==> config.mk <==
export PLATFORM = sky130hd
export DESIGN_NAME = dmem_arbiter
export DESIGN_NICKNAME = d
export VERILOG_FILES = /design/src/rtl/dmem_arbiter.sv
export SDC_FILE = /design/constraint.sdc
export NUM_CORES = 1
export LEC_CHECK = 0
export ABC_AREA = 1
export BUFFER_PORTS_ARGS = -buffer_cell sky130_fd_sc_hd__buf_2
export CELL_PAD_IN_SITES_DETAIL_PLACEMENT = 1
export CELL_PAD_IN_SITES_GLOBAL_PLACEMENT = 1
export CORE_UTILIZATION = 32
export CTS_BUF_LIST = sky130_fd_sc_hd__clkbuf_4
export CTS_CLUSTER_DIAMETER = 40
export DETAILED_ROUTE_END_ITERATION = 8
export PLACE_DENSITY_LB_ADDON = 0.1
export SKIP_CTS_REPAIR_TIMING = 1
export SYNTH_ARGS = -nofsm -noshare
export SYNTH_HDL_FRONTEND = slang
export SYNTH_SLANG_ARGS = --single-unit
==> constraint.sdc <==
create_clock -name clk -period 5.65 [get_ports clk]
set_input_delay 0.565 -clock clk [delete_from_list [all_inputs] [get_ports clk]]
set_output_delay 0.565 -clock clk [all_outputs]
set_load 0.03 [all_outputs]
==> src/rtl/dmem_arbiter.sv <==
// Round-robin arbiter between the CPU (master 0) and the debug loader (master 1)
// in front of the single-port datamem; one access in flight, IDLE -> ACCESS -> RESP.
module dmem_arbiter #(
  parameter int ADDR_W = 32,
  parameter int DATA_W = 32,
  parameter int DEPTH  = 1024
) (
  input  logic              clk,
  input  logic              reset,
  input  logic              m0_req,
  input  logic              m0_we,
  input  logic [ADDR_W-1:0] m0_addr,
  input  logic [DATA_W-1:0] m0_wdata,
  output logic              m0_ack,
  output logic [DATA_W-1:0] m0_rdata,
  output logic              m0_err,
  input  logic              m1_req,
  input  logic              m1_we,
  input  logic [ADDR_W-1:0] m1_addr,
  input  logic [DATA_W-1:0] m1_wdata,
  output logic              m1_ack,
  output logic [DATA_W-1:0] m1_rdata,
  output logic              m1_err,
  output logic              mem_rd,
  output logic              mem_wrt,
  output logic [ADDR_W-1:0] mem_addr,
  output logic [DATA_W-1:0] mem_wdata,
  input  logic [DATA_W-1:0] mem_rdata,
  output logic              busy
);

  typedef enum logic [1:0] {IDLE = 2'd0, ACCESS = 2'd1, RESP = 2'd2} state_t;

  localparam logic [ADDR_W-1:0] DEPTH_A = ADDR_W'(DEPTH);

  state_t              state_q, state_d;
  logic                last_grant_q, last_grant_d;
  logic                gnt_q, gnt_d;
  logic                we_q, we_d;
  logic                err_q, err_d;
  logic                busy_q, busy_d;
  logic                mem_rd_q, mem_rd_d;
  logic                mem_wrt_q, mem_wrt_d;
  logic [ADDR_W-1:0]   mem_addr_q, mem_addr_d;
  logic [DATA_W-1:0]   mem_wdata_q, mem_wdata_d;
  logic                m0_ack_q, m0_ack_d, m1_ack_q, m1_ack_d;
  logic                m0_err_q, m0_err_d, m1_err_q, m1_err_d;
  logic [DATA_W-1:0]   m0_rdata_q, m0_rdata_d, m1_rdata_q, m1_rdata_d;

  logic                sel_s;
  logic                sel_we_s;
  logic [ADDR_W-1:0]   sel_addr_s;
  logic [DATA_W-1:0]   sel_wdata_s;
  logic                in_rng_s;
  logic [DATA_W-1:0]   rdata_s;

  // Next-state and next-output decode; every output is registered so it is
  // already valid in the cycle its state is entered.
  always_comb begin
    state_d      = state_q;
    last_grant_d = last_grant_q;
    gnt_d        = gnt_q;
    we_d         = we_q;
    err_d        = err_q;
    busy_d       = busy_q;
    mem_rd_d     = 1'b0;
    mem_wrt_d    = 1'b0;
    mem_addr_d   = '0;
    mem_wdata_d  = '0;
    m0_ack_d     = 1'b0;
    m1_ack_d     = 1'b0;
    m0_err_d     = 1'b0;
    m1_err_d     = 1'b0;
    m0_rdata_d   = '0;
    m1_rdata_d   = '0;
    // On a tie the master that did not win last time gets the grant.
    sel_s        = (m0_req && m1_req) ? ~last_grant_q : m1_req;
    sel_we_s     = sel_s ? m1_we    : m0_we;
    sel_addr_s   = sel_s ? m1_addr  : m0_addr;
    sel_wdata_s  = sel_s ? m1_wdata : m0_wdata;
    in_rng_s     = (sel_addr_s < DEPTH_A);
    rdata_s      = (we_q || err_q) ? '0 : mem_rdata;

    case (state_q)
      IDLE: begin
        if (m0_req || m1_req) begin
          gnt_d        = sel_s;
          we_d         = sel_we_s;
          err_d        = ~in_rng_s;
          last_grant_d = sel_s;
          mem_rd_d     = in_rng_s & ~sel_we_s;
          mem_wrt_d    = in_rng_s & sel_we_s;
          mem_addr_d   = sel_addr_s;
          mem_wdata_d  = sel_wdata_s;
          busy_d       = 1'b1;
          state_d      = ACCESS;
        end else begin
          busy_d  = 1'b0;
          state_d = IDLE;
        end
      end
      ACCESS: begin
        if (gnt_q) begin
          m1_ack_d   = 1'b1;
          m1_rdata_d = rdata_s;
          m1_err_d   = err_q;
        end else begin
          m0_ack_d   = 1'b1;
          m0_rdata_d = rdata_s;
          m0_err_d   = err_q;
        end
        busy_d  = 1'b1;
        state_d = RESP;
      end
      RESP: begin
        busy_d  = 1'b0;
        state_d = IDLE;
      end
      default: begin
        busy_d  = 1'b0;
        state_d = IDLE;
      end
    endcase
  end

  // State and output registers; reset aborts any access in flight.
  always_ff @(posedge clk or posedge reset) begin
    if (reset) begin
      state_q      <= IDLE;
      last_grant_q <= 1'b1;
      gnt_q        <= 1'b0;
      we_q         <= 1'b0;
      err_q        <= 1'b0;
      busy_q       <= 1'b0;
      mem_rd_q     <= 1'b0;
      mem_wrt_q    <= 1'b0;
      mem_addr_q   <= '0;
      mem_wdata_q  <= '0;
      m0_ack_q     <= 1'b0;
      m1_ack_q     <= 1'b0;
      m0_err_q     <= 1'b0;
      m1_err_q     <= 1'b0;
      m0_rdata_q   <= '0;
      m1_rdata_q   <= '0;
    end else begin
      state_q      <= state_d;
      last_grant_q <= last_grant_d;
      gnt_q        <= gnt_d;
      we_q         <= we_d;
      err_q        <= err_d;
      busy_q       <= busy_d;
      mem_rd_q     <= mem_rd_d;
      mem_wrt_q    <= mem_wrt_d;
      mem_addr_q   <= mem_addr_d;
      mem_wdata_q  <= mem_wdata_d;
      m0_ack_q     <= m0_ack_d;
      m1_ack_q     <= m1_ack_d;
      m0_err_q     <= m0_err_d;
      m1_err_q     <= m1_err_d;
      m0_rdata_q   <= m0_rdata_d;
      m1_rdata_q   <= m1_rdata_d;
    end
  end

  assign mem_rd    = mem_rd_q;
  assign mem_wrt   = mem_wrt_q;
  assign mem_addr  = mem_addr_q;
  assign mem_wdata = mem_wdata_q;
  assign m0_ack    = m0_ack_q;
  assign m1_ack    = m1_ack_q;
  assign m0_err    = m0_err_q;
  assign m1_err    = m1_err_q;
  assign m0_rdata  = m0_rdata_q;
  assign m1_rdata  = m1_rdata_q;
  assign busy      = busy_q;

endmodule

==> results of run 1 <==
[flip-flops by register name, summed over array words and instances (netlist names)]
| register | count |
|---|---|
| mem_wrt | 1 |
| m1_rdata | 32 |
| m1_ack | 1 |
| mem_addr | 32 |
| m1_err | 1 |
| we_q | 1 |
| m0_ack | 1 |
| mem_wdata | 32 |
| busy | 1 |
| err_q | 1 |
| m0_err | 1 |
| last_grant_q | 1 |
| state_q | 2 |
| mem_rd | 1 |
| gnt_q | 1 |
| m0_rdata | 32 |
[layer usage]
metal	vias to the layer above	routed length, microns	track usage (%)
li1	2272	-	-
met1	2288	6330	22.1
met2	180	8710	37.3
met3	19	1200	6.23
met4	0	239	7.20
met5	-	0	0
[final cells by class]
type	count	area (sq um)	share of cell area [%]
sequential	141	3530	49.7
timing repair buffer	304	1530	21.6
multi-input combinational	353	1450	20.4
tap	216	270	3.81
clock buffer	18	135	1.90
clock inverter	14	120	1.69
inverter	14	57.6	0.811
antenna	1	2.50	0.0353
[through the flow]
stage / std cells / power, mW / utilization (%) / hold WS (ps) / instance area, sq um
floorplan: 539 / 1.93 / - / 413 / 5170
global placement: 1028 / 2.26 / 43.2 / 429 / 6840
detailed placement: 1028 / 2.28 / 43.2 / 437 / 6840
CTS: 1060 / 2.88 / 44.8 / 157 / 7100
global route: 1060 / 3.01 / 44.8 / 180 / 7100
finish: 1061 / 2.83 / 44.8 / 162 / 7100
[worst max-delay path: stages, from the launching register on]
cell and delay (ps):
dfstp_2 550, nand2_1 420, nand2_2 220, buf_4 560, nand2_1 110, o21ai_1 130, nand3_1 100, nor2_1 120
nand3_1 150, nand2_1 90, inv_1 40
[path summary, 6_finish.rpt]
check                              from      endpoint  slack [ps]  depth (start not counted)
min in group clk           mem_rdata[9]   m0_rdata[9]         270                          3
max reg2reg                last_grant_q         err_q        3050                         10
min                               reset  m0_rdata[17]         160                          2
max                        last_grant_q         err_q        3050                         10
min reg2reg                  state_q[1]    state_q[1]         450                          1
max in group asynchronous         reset  mem_addr[15]        4240                          3
[layout by cell type, fill, tap and decap left out]
cell type   synthesis  routed
o21ai_1             1       1
buf_2              15     300
o21ai_0             3       3
diode_2             0       1
dfrtp_1           140     140
inv_1              13      12
nor3_1             42      42
a21oi_1            19      19
inv_6               0       3
clkinv_4            0       3
nor2_2              0       1
clkinv_1            0       1
or2_2               2       2
buf_4               1       4
nor2_1            173     172
nand3_1            20      20
nand3b_1            2       2
bufinv_16           0       1
dfstp_2             1       1
nand2_1            89      89
clkinv_2            0       4
clkinvlp_4          0       3
nand2_2             2       2
clkbuf_4            0      18
inv_2               1       1
[report_power, final]
group	leakage (nW)	internal [mW]	switching [mW]	total (mW)
combinational	2.01	0.255	0.747	1.00
sequential	1.90	1.18	0.0498	1.23
clock	0.136	0.223	0.374	0.597
total	4.05	1.66	1.17	2.83
[logic make-up (layout without fill, tap and decap cells)]
kind of cell | count (synthesis) | count (layout) | synth area share (%)
and+or+nand+nor | 330 | 330 | 25.8
buffers and inverters | 45 | 350 | 3.70
other | 0 | 1 | 0
DFF | 141 | 141 | 68.3
AOI/OAI and AO/OA | 23 | 23 | 2.23
==> flow_summary.ini, run 1 <==
[placed_design]
finalWeightedCongestion = 0.839
dp_hpwl_microns = 12200
pre_cts_slack_ps = 2850
io_buffers = 300

[die]
start_util_pct = 32.7
die-height_microns = 129
dieArea_sq_um = 16700
fp.coreArea_sq_um = 15800
rows = 46
die_x_microns = 129
io_pins = 301

[cts]
clockRootBuffer = clkbuf_4
clkSinkCount = 141
cts_htree_levels = 4
clk_latency_ps = 530
cts_tree = yes
cts_made_buffers = 17
cts_max_path_buffers = 2
clk_pin_slew_ps = 120

[setup_path]
end_kind = register
crit_arrival_ps = 3020
critPathKind = reg2reg
start_kind = register
critPathRequiredTime_ps = 6070
crit_fanout = 66

[synthesis]
synth_top_flop_cell = dfrtp_1
synth_nets = 705
netlist_top_cells_count = nor2_1, dfrtp_1, nand2_1
netlist.area_leader.share_pct = 67.8
yosysSeqAreaShare_pct = 68.3
ys_types = 18
ys_ff_latch = 141
yosysWarningCount = 0
netlist_area_sq_um = 5170
syn_avg_cell_area_sq_um = 9.59
synth_enable_flop_cells = 0
synth.area.top_cells = dfrtp_1, nor2_1, nand2_1, nor3_1, nand3_1
syn_inst = 539
synth_top_cell_by_area = dfrtp_1
async_flop_share_pct = 100
synth.most_common_cell = nor2_1

[drt]
via_per_inst = 4.49
drt_iter0_drc = 162
wirelength_microns = 16500
wire_per_inst_microns = 15.5
drc = 0
dr_total_vias = 4759
postRouteAntennaNets = 0
drtPass1Iterations = 4

[timing]
setup_viol = 0
timing.fmax_ghz = 0.385
maxSlewHeadroom_pct = 24.9
clock_skew_ps = 19.5
fin_crit_ps = 2600
setup_ws_ps = 3050
hold_viol = 0
finalSetupTns_ps = 0
rsz0062_at_grt = false
tightestPinTransition_ps = 1120
slew_viol_final = 0
finalCritPeriodShare_pct = 45.9

[status]
status = finished, final reports clean

[global_route]
grt_use_total_pct = 20.4
antenna_found_initial = 0
overflow = 0
grt_max_degree = 89
grt_pass1_vias = 5124
grt_pass1_wl_microns = 25700

[finish]
syn_to_final_growth_pct = 37.3
drive_above_1_share_pct = 40.6
nets = 997
fillers = 1962

[power]
ir_worst_vdd_v = 0.000144
p_leak_nw = 4.05
p_per_area_nw_per_um2 = 399

[hold_path]
hold_path_class = in2async

[job]
cap_violations = 0
No activity file was read; power rests on OpenSTA's default activity.
==> run 2, diff against run 1 <==
--- a/config.mk
+++ b/config.mk
@@ -9,7 +9,7 @@
 export BUFFER_PORTS_ARGS = -buffer_cell sky130_fd_sc_hd__buf_2
 export CELL_PAD_IN_SITES_DETAIL_PLACEMENT = 1
 export CELL_PAD_IN_SITES_GLOBAL_PLACEMENT = 1
-export CORE_UTILIZATION = 32
+export CORE_UTILIZATION = 29
 export CTS_BUF_LIST = sky130_fd_sc_hd__clkbuf_4
 export CTS_CLUSTER_DIAMETER = 40
 export DETAILED_ROUTE_END_ITERATION = 8
==> constraint.sdc (replaced) <==
create_clock -name clk -period 2.3 [get_ports clk]
set_input_delay 0.23 -clock clk [delete_from_list [all_inputs] [get_ports clk]]
set_output_delay 0.23 -clock clk [all_outputs]
set_load 0.03 [all_outputs]
==> flow_summary.ini, run 2 (same netlist as run 1, synthesis figures left out) <==
[job]
cap_violations = 0

[status]
status = finished, final reports clean

[setup_path]
crit_buf_inv = 3
reg2reg_from = last_grant_q
crit_arrival_ps = 2630
cp_cell_sequence = nand2_1 > nand2_2 > inv_2 > buf_4 > nor2_1 > nor3_1 > dlygate4sd3_1
crit_family = buffers and inverters
crit_fanout = 32
critPathRequiredTime_ps = 2730
start_kind = register
critPathKind = reg2reg
cp-startpoint = last_grant_q
slowest_stage = dlygate4sd3_1
slowest_delay_ps = 560
end_kind = register

[drt]
postRouteAntennaNets = 0
dr_total_vias = 5431
drt_iter0_drc = 115
drc = 0
via_per_inst = 4.41
wire_per_inst_microns = 16.0
wirelength_microns = 19700
drtPass1Iterations = 4

[finish]
final_cells = 1232
nets = 1159
syn_to_final_growth_pct = 69.7
final_cell_mix = buf_2, nor2_1, dlygate4sd3_1
drive_above_1_share_pct = 34.5
layout_commonest_cell = buf_2

[die]
rows = 48
start_util_pct = 29.8
die-height_microns = 136
fp.coreArea_sq_um = 17400
io_pins = 301
dieArea_sq_um = 18400
die_x_microns = 136

[global_route]
grt_pass1_vias = 5091
grt_max_degree = 87
overflow = 0
antenna_found_initial = 1
grt_pass1_wl_microns = 26100
grt_use_total_pct = 18.9

[placed_design]
dp_hpwl_microns = 12300
dp.cells = 1043
finalWeightedCongestion = 0.769
pre_cts_slack_ps = 455
io_buffers = 300

[timing]
finalCritPeriodShare_pct = 95.4
hold_ws_ps = 40.2
timing.fmax_ghz = 0.456
maxSlewHeadroom_pct = 23.5
setup_ws_ps = 107
hold_viol = 0
clock_skew_ps = 23.4
fin_crit_ps = 2190
tightestPinTransition_ps = 1150
setup_viol = 0
slew_viol_final = 0

[cts]
cts_tree = yes
clkSinkCount = 141
cts_max_path_buffers = 2
cts_htree_levels = 4
clockRootBuffer = clkbuf_4
cts_made_buffers = 17
clk_pin_slew_ps = 120
clk_latency_ps = 540

[hold_path]
hold_start = m0_addr[10]
hold_path_class = in2reg

[power]
p_per_area_nw_per_um2 = 866
ir_worst_vdd_v = 0.000442
p_leak_nw = 4.80
finalPower_mw = 7.60
-- run 2: final timing paths --
check                                      to  cells past startpoint  slack [ps]
worst max-delay path             mem_wdata[7]                      7         110
worst min-delay path             mem_addr[10]                      5          40
worst max register to register   mem_wdata[7]                      7         110
worst min register to register     state_q[1]                      1         450
max in group asynchronous       mem_wdata[31]                      4        1520
min in group asynchronous        mem_addr[21]                      4         350
-- run 2: final cells by class --
type / count / area, sq um
antenna: 1 / 2.50
clock buffer: 18 / 135
clock inverter: 14 / 141
fill: 2069 / 8580
inverter: 14 / 56.3
multi-input combinational: 353 / 1450
sequential: 141 / 3530
tap: 225 / 282
timing repair buffer: 466 / 3180
-- run 2: stage by stage --
stage                     instance area (sq um)  TNS [ps]  utilization (%)
after floorplan                            5170         0                -
after global placement                     6930         0             39.9
after detailed placement                   6930         0             39.9
after CTS                                  7210         0             41.5
after global routing                       8770     -45.5             50.5
final                                      8770         0             50.5
-- run 2: power by group --
part           switching, mW  internal [mW]  leakage [nW]  total [mW]
Combinational           1.97           1.01          2.76        2.98
Sequential             0.128           2.90          1.90        3.03
Clock                  0.934          0.654         0.138        1.59
-- run 2: routing by layer --
| metal | wire length (microns) | up-vias | part of all wire [%] | GRT usage (%) |
|---|---|---|---|---|
| met5 | 0 | - | 0 | 0 |
| met4 | 370 | 0 | 1.9 | 6.49 |
| met3 | 1380 | 33 | 7.0 | 7.26 |
| met2 | 10400 | 210 | 53 | 32.9 |
| met1 | 7600 | 2596 | 39 | 20.9 |
| li1 | - | 2592 | - | - |
-- run 2: tightest hold or removal path: stages --
cell and delay [ps]:
buf_2 100, inv_1 40, nand2_1 50, nand2_1 80
nor2_1 40
==> run 3, diff against run 2 <==
--- a/config.mk
+++ b/config.mk
@@ -5,13 +5,13 @@
 export SDC_FILE = /design/constraint.sdc
 export NUM_CORES = 1
 export LEC_CHECK = 0
-export ABC_AREA = 1
 export BUFFER_PORTS_ARGS = -buffer_cell sky130_fd_sc_hd__buf_2
 export CELL_PAD_IN_SITES_DETAIL_PLACEMENT = 1
 export CELL_PAD_IN_SITES_GLOBAL_PLACEMENT = 1
-export CORE_UTILIZATION = 29
+export CORE_UTILIZATION = 30
 export CTS_BUF_LIST = sky130_fd_sc_hd__clkbuf_4
 export CTS_CLUSTER_DIAMETER = 40
+export CTS_CLUSTER_SIZE = 14
 export DETAILED_ROUTE_END_ITERATION = 8
 export PLACE_DENSITY_LB_ADDON = 0.1
 export SKIP_CTS_REPAIR_TIMING = 1
==> flow_summary.ini, run 3 <==
[finish]
fillers = 2000
nets = 1100
final_cell_mix = buf_2, dlygate4sd3_1, dfrtp_1
multi_input_area_sq_um = 1560
seqCellArea_sq_um = 3530
syn_to_final_growth_pct = 69.1
layout_commonest_cell = buf_2
drive_above_1_share_pct = 39.1

[setup_path]
start_kind = register
end_kind = register
crit_family = buffers and inverters
crit_arrival_ps = 2580
cp_cell_sequence = nand2_1 > nand2_2 > buf_4 > nand2_1 > a21oi_1 > dlygate4sd3_1
slowest_stage = dfstp_2
crit_fanout = 38
critPathRequiredTime_ps = 2780
critPathKind = reg2reg
cp_common_cell = nand2_1
crit_buf_inv = 2
slowest_delay_ps = 590

[cts]
clockRootBuffer = clkbuf_4
cts_htree_levels = 4
clk_pin_slew_ps = 130
cts_made_buffers = 17
cts_max_path_buffers = 2
cts_tree = yes
clk_latency_ps = 560
clkSinkCount = 141

[synthesis]
ys_types = 29
synthAdderAreaFrac_pct = 0
synth_xor_xnor_area_share_pct = 0
synth.most_common_cell = dfrtp_1
synthMuxAreaShare_pct = 0.809
synth_enable_flop_cells = 0
synthSimpleGateAreaFrac_pct = 20.3
synth_compound_area_share_pct = 8.21
synth_nets = 641
netlist.area_leader.share_pct = 66.6
ys_ff_latch = 141
yosysWarningCount = 0
synth_top_flop_cell = dfrtp_1
netlist_top_cells_count = dfrtp_1, nand2_1, and3_1
netlist_area_sq_um = 5260
synth.area.top_cells = dfrtp_1, nand2_1, and3_1, a21oi_1, a21oi_2
syn_inst = 475
syn_avg_cell_area_sq_um = 11.1
synth_top_family_by_area = simple AND/OR/NAND/NOR gates
async_flop_share_pct = 100
synth_top_cell_by_area = dfrtp_1
yosysSeqAreaShare_pct = 67.1

[die]
die-height_microns = 134
start_util_pct = 30.6
io_pins = 301
dieArea_sq_um = 18100
rows = 48
die_x_microns = 134
fp.coreArea_sq_um = 17200

[drt]
routed.top_layer = met4
wire_per_inst_microns = 16.3
drtPass1Iterations = 4
dr_wl_met2_microns = 10200
wirelength_microns = 19100
drc = 0
drt_iter0_drc = 214
postRouteAntennaNets = 0
wl_met1_microns = 7300
wl_met3_microns = 1210
via_per_inst = 4.50
dr_total_vias = 5296

[global_route]
grt_use_total_pct = 18.8
grt_max_degree = 95
antenna_found_initial = 4
grt_pass1_wl_microns = 25800
overflow = 0
grt_pass1_vias = 4851

[timing]
setup_viol = 0
slew_viol_final = 0
clock_skew_ps = 29.4
timing.fmax_ghz = 0.477
finalSetupTns_ps = 0
finalCritPeriodShare_pct = 91.1
maxSlewHeadroom_pct = 65.6
hold_viol = 0
fin_crit_ps = 2100
rsz0062_at_grt = false
tightestPinTransition_ps = 516

[job]
cap_violations = 0

[power]
finalPower_mw = 7.39
p_leak_nw = 5.11
ir_worst_vdd_v = 0.000442
p_per_area_nw_per_um2 = 831

[hold_path]
hold_path_class = in2reg

[status]
status = finished, final reports clean

[placed_design]
io_buffers = 300
dp_hpwl_microns = 12100
finalWeightedCongestion = 0.785
==> run 3: routing by layer <==
metal / track usage (%) / vias up
met5: 0 / -
met4: 7.05 / 0
met3: 6.65 / 28
met2: 31.8 / 191
met1: 21.8 / 2571
li1: - / 2506
==> run 3: worst min-delay path, stage by stage <==
cell,delay (ps)
buf_2,120
nor3_1,80
nor2_1,100
==> run 3: logic make-up after synthesis <==
family / after synthesis
AND/OR/NAND/NOR: 224
flip-flops: 141
AO/OA/AOI/OAI: 69
buffers and inverters: 37
multiplexers: 4
==> run 3: cell type report <==
class	count	share of cell area, %
flip-flops and latches	141	39.7
repair buffers	474	36.5
multi-input cells	297	17.5
well taps	225	3.17
clock buffers	17	1.44
clock inverters	15	1.41
inverters	3	0.169
diodes	4	0.113
==> run 3: final timing paths <==
path                              startpoint           end  slack [ps]  cells past startpoint
worst min register to register    state_q[1]          busy         460                      1
worst max register to register  last_grant_q  mem_wdata[1]         200                      6
worst min-delay path                  m1_req          busy          30                      3
worst max-delay path            last_grant_q  mem_wdata[1]         200                      6
max in group asynchronous              reset  mem_wdata[8]        1290                      4
min in group asynchronous              reset  mem_addr[14]         190                      3
==> run 3: power by group <==
part | leakage [nW] | switching [mW] | internal (mW)
Combinational | 3.08 | 1.83 | 1.09
Clock | 0.124 | 1.01 | 0.457
Sequential | 1.91 | 0.129 | 2.87
==> run 3: per-stage QoR <==
step	hold WS [ps]	setup slack, ps	instance area [sq um]	util [%]	instances
2_1_floorplan	359	308	5260	-	475
3_3_place_gp	230	731	6990	40.7	976
3_5_place_dp	241	721	6990	40.7	976
4_1_cts	-394	705	7240	42.1	1008
5_1_grt	4.87	95.8	8890	51.7	1175
6_report	27.0	204	8890	51.8	1176
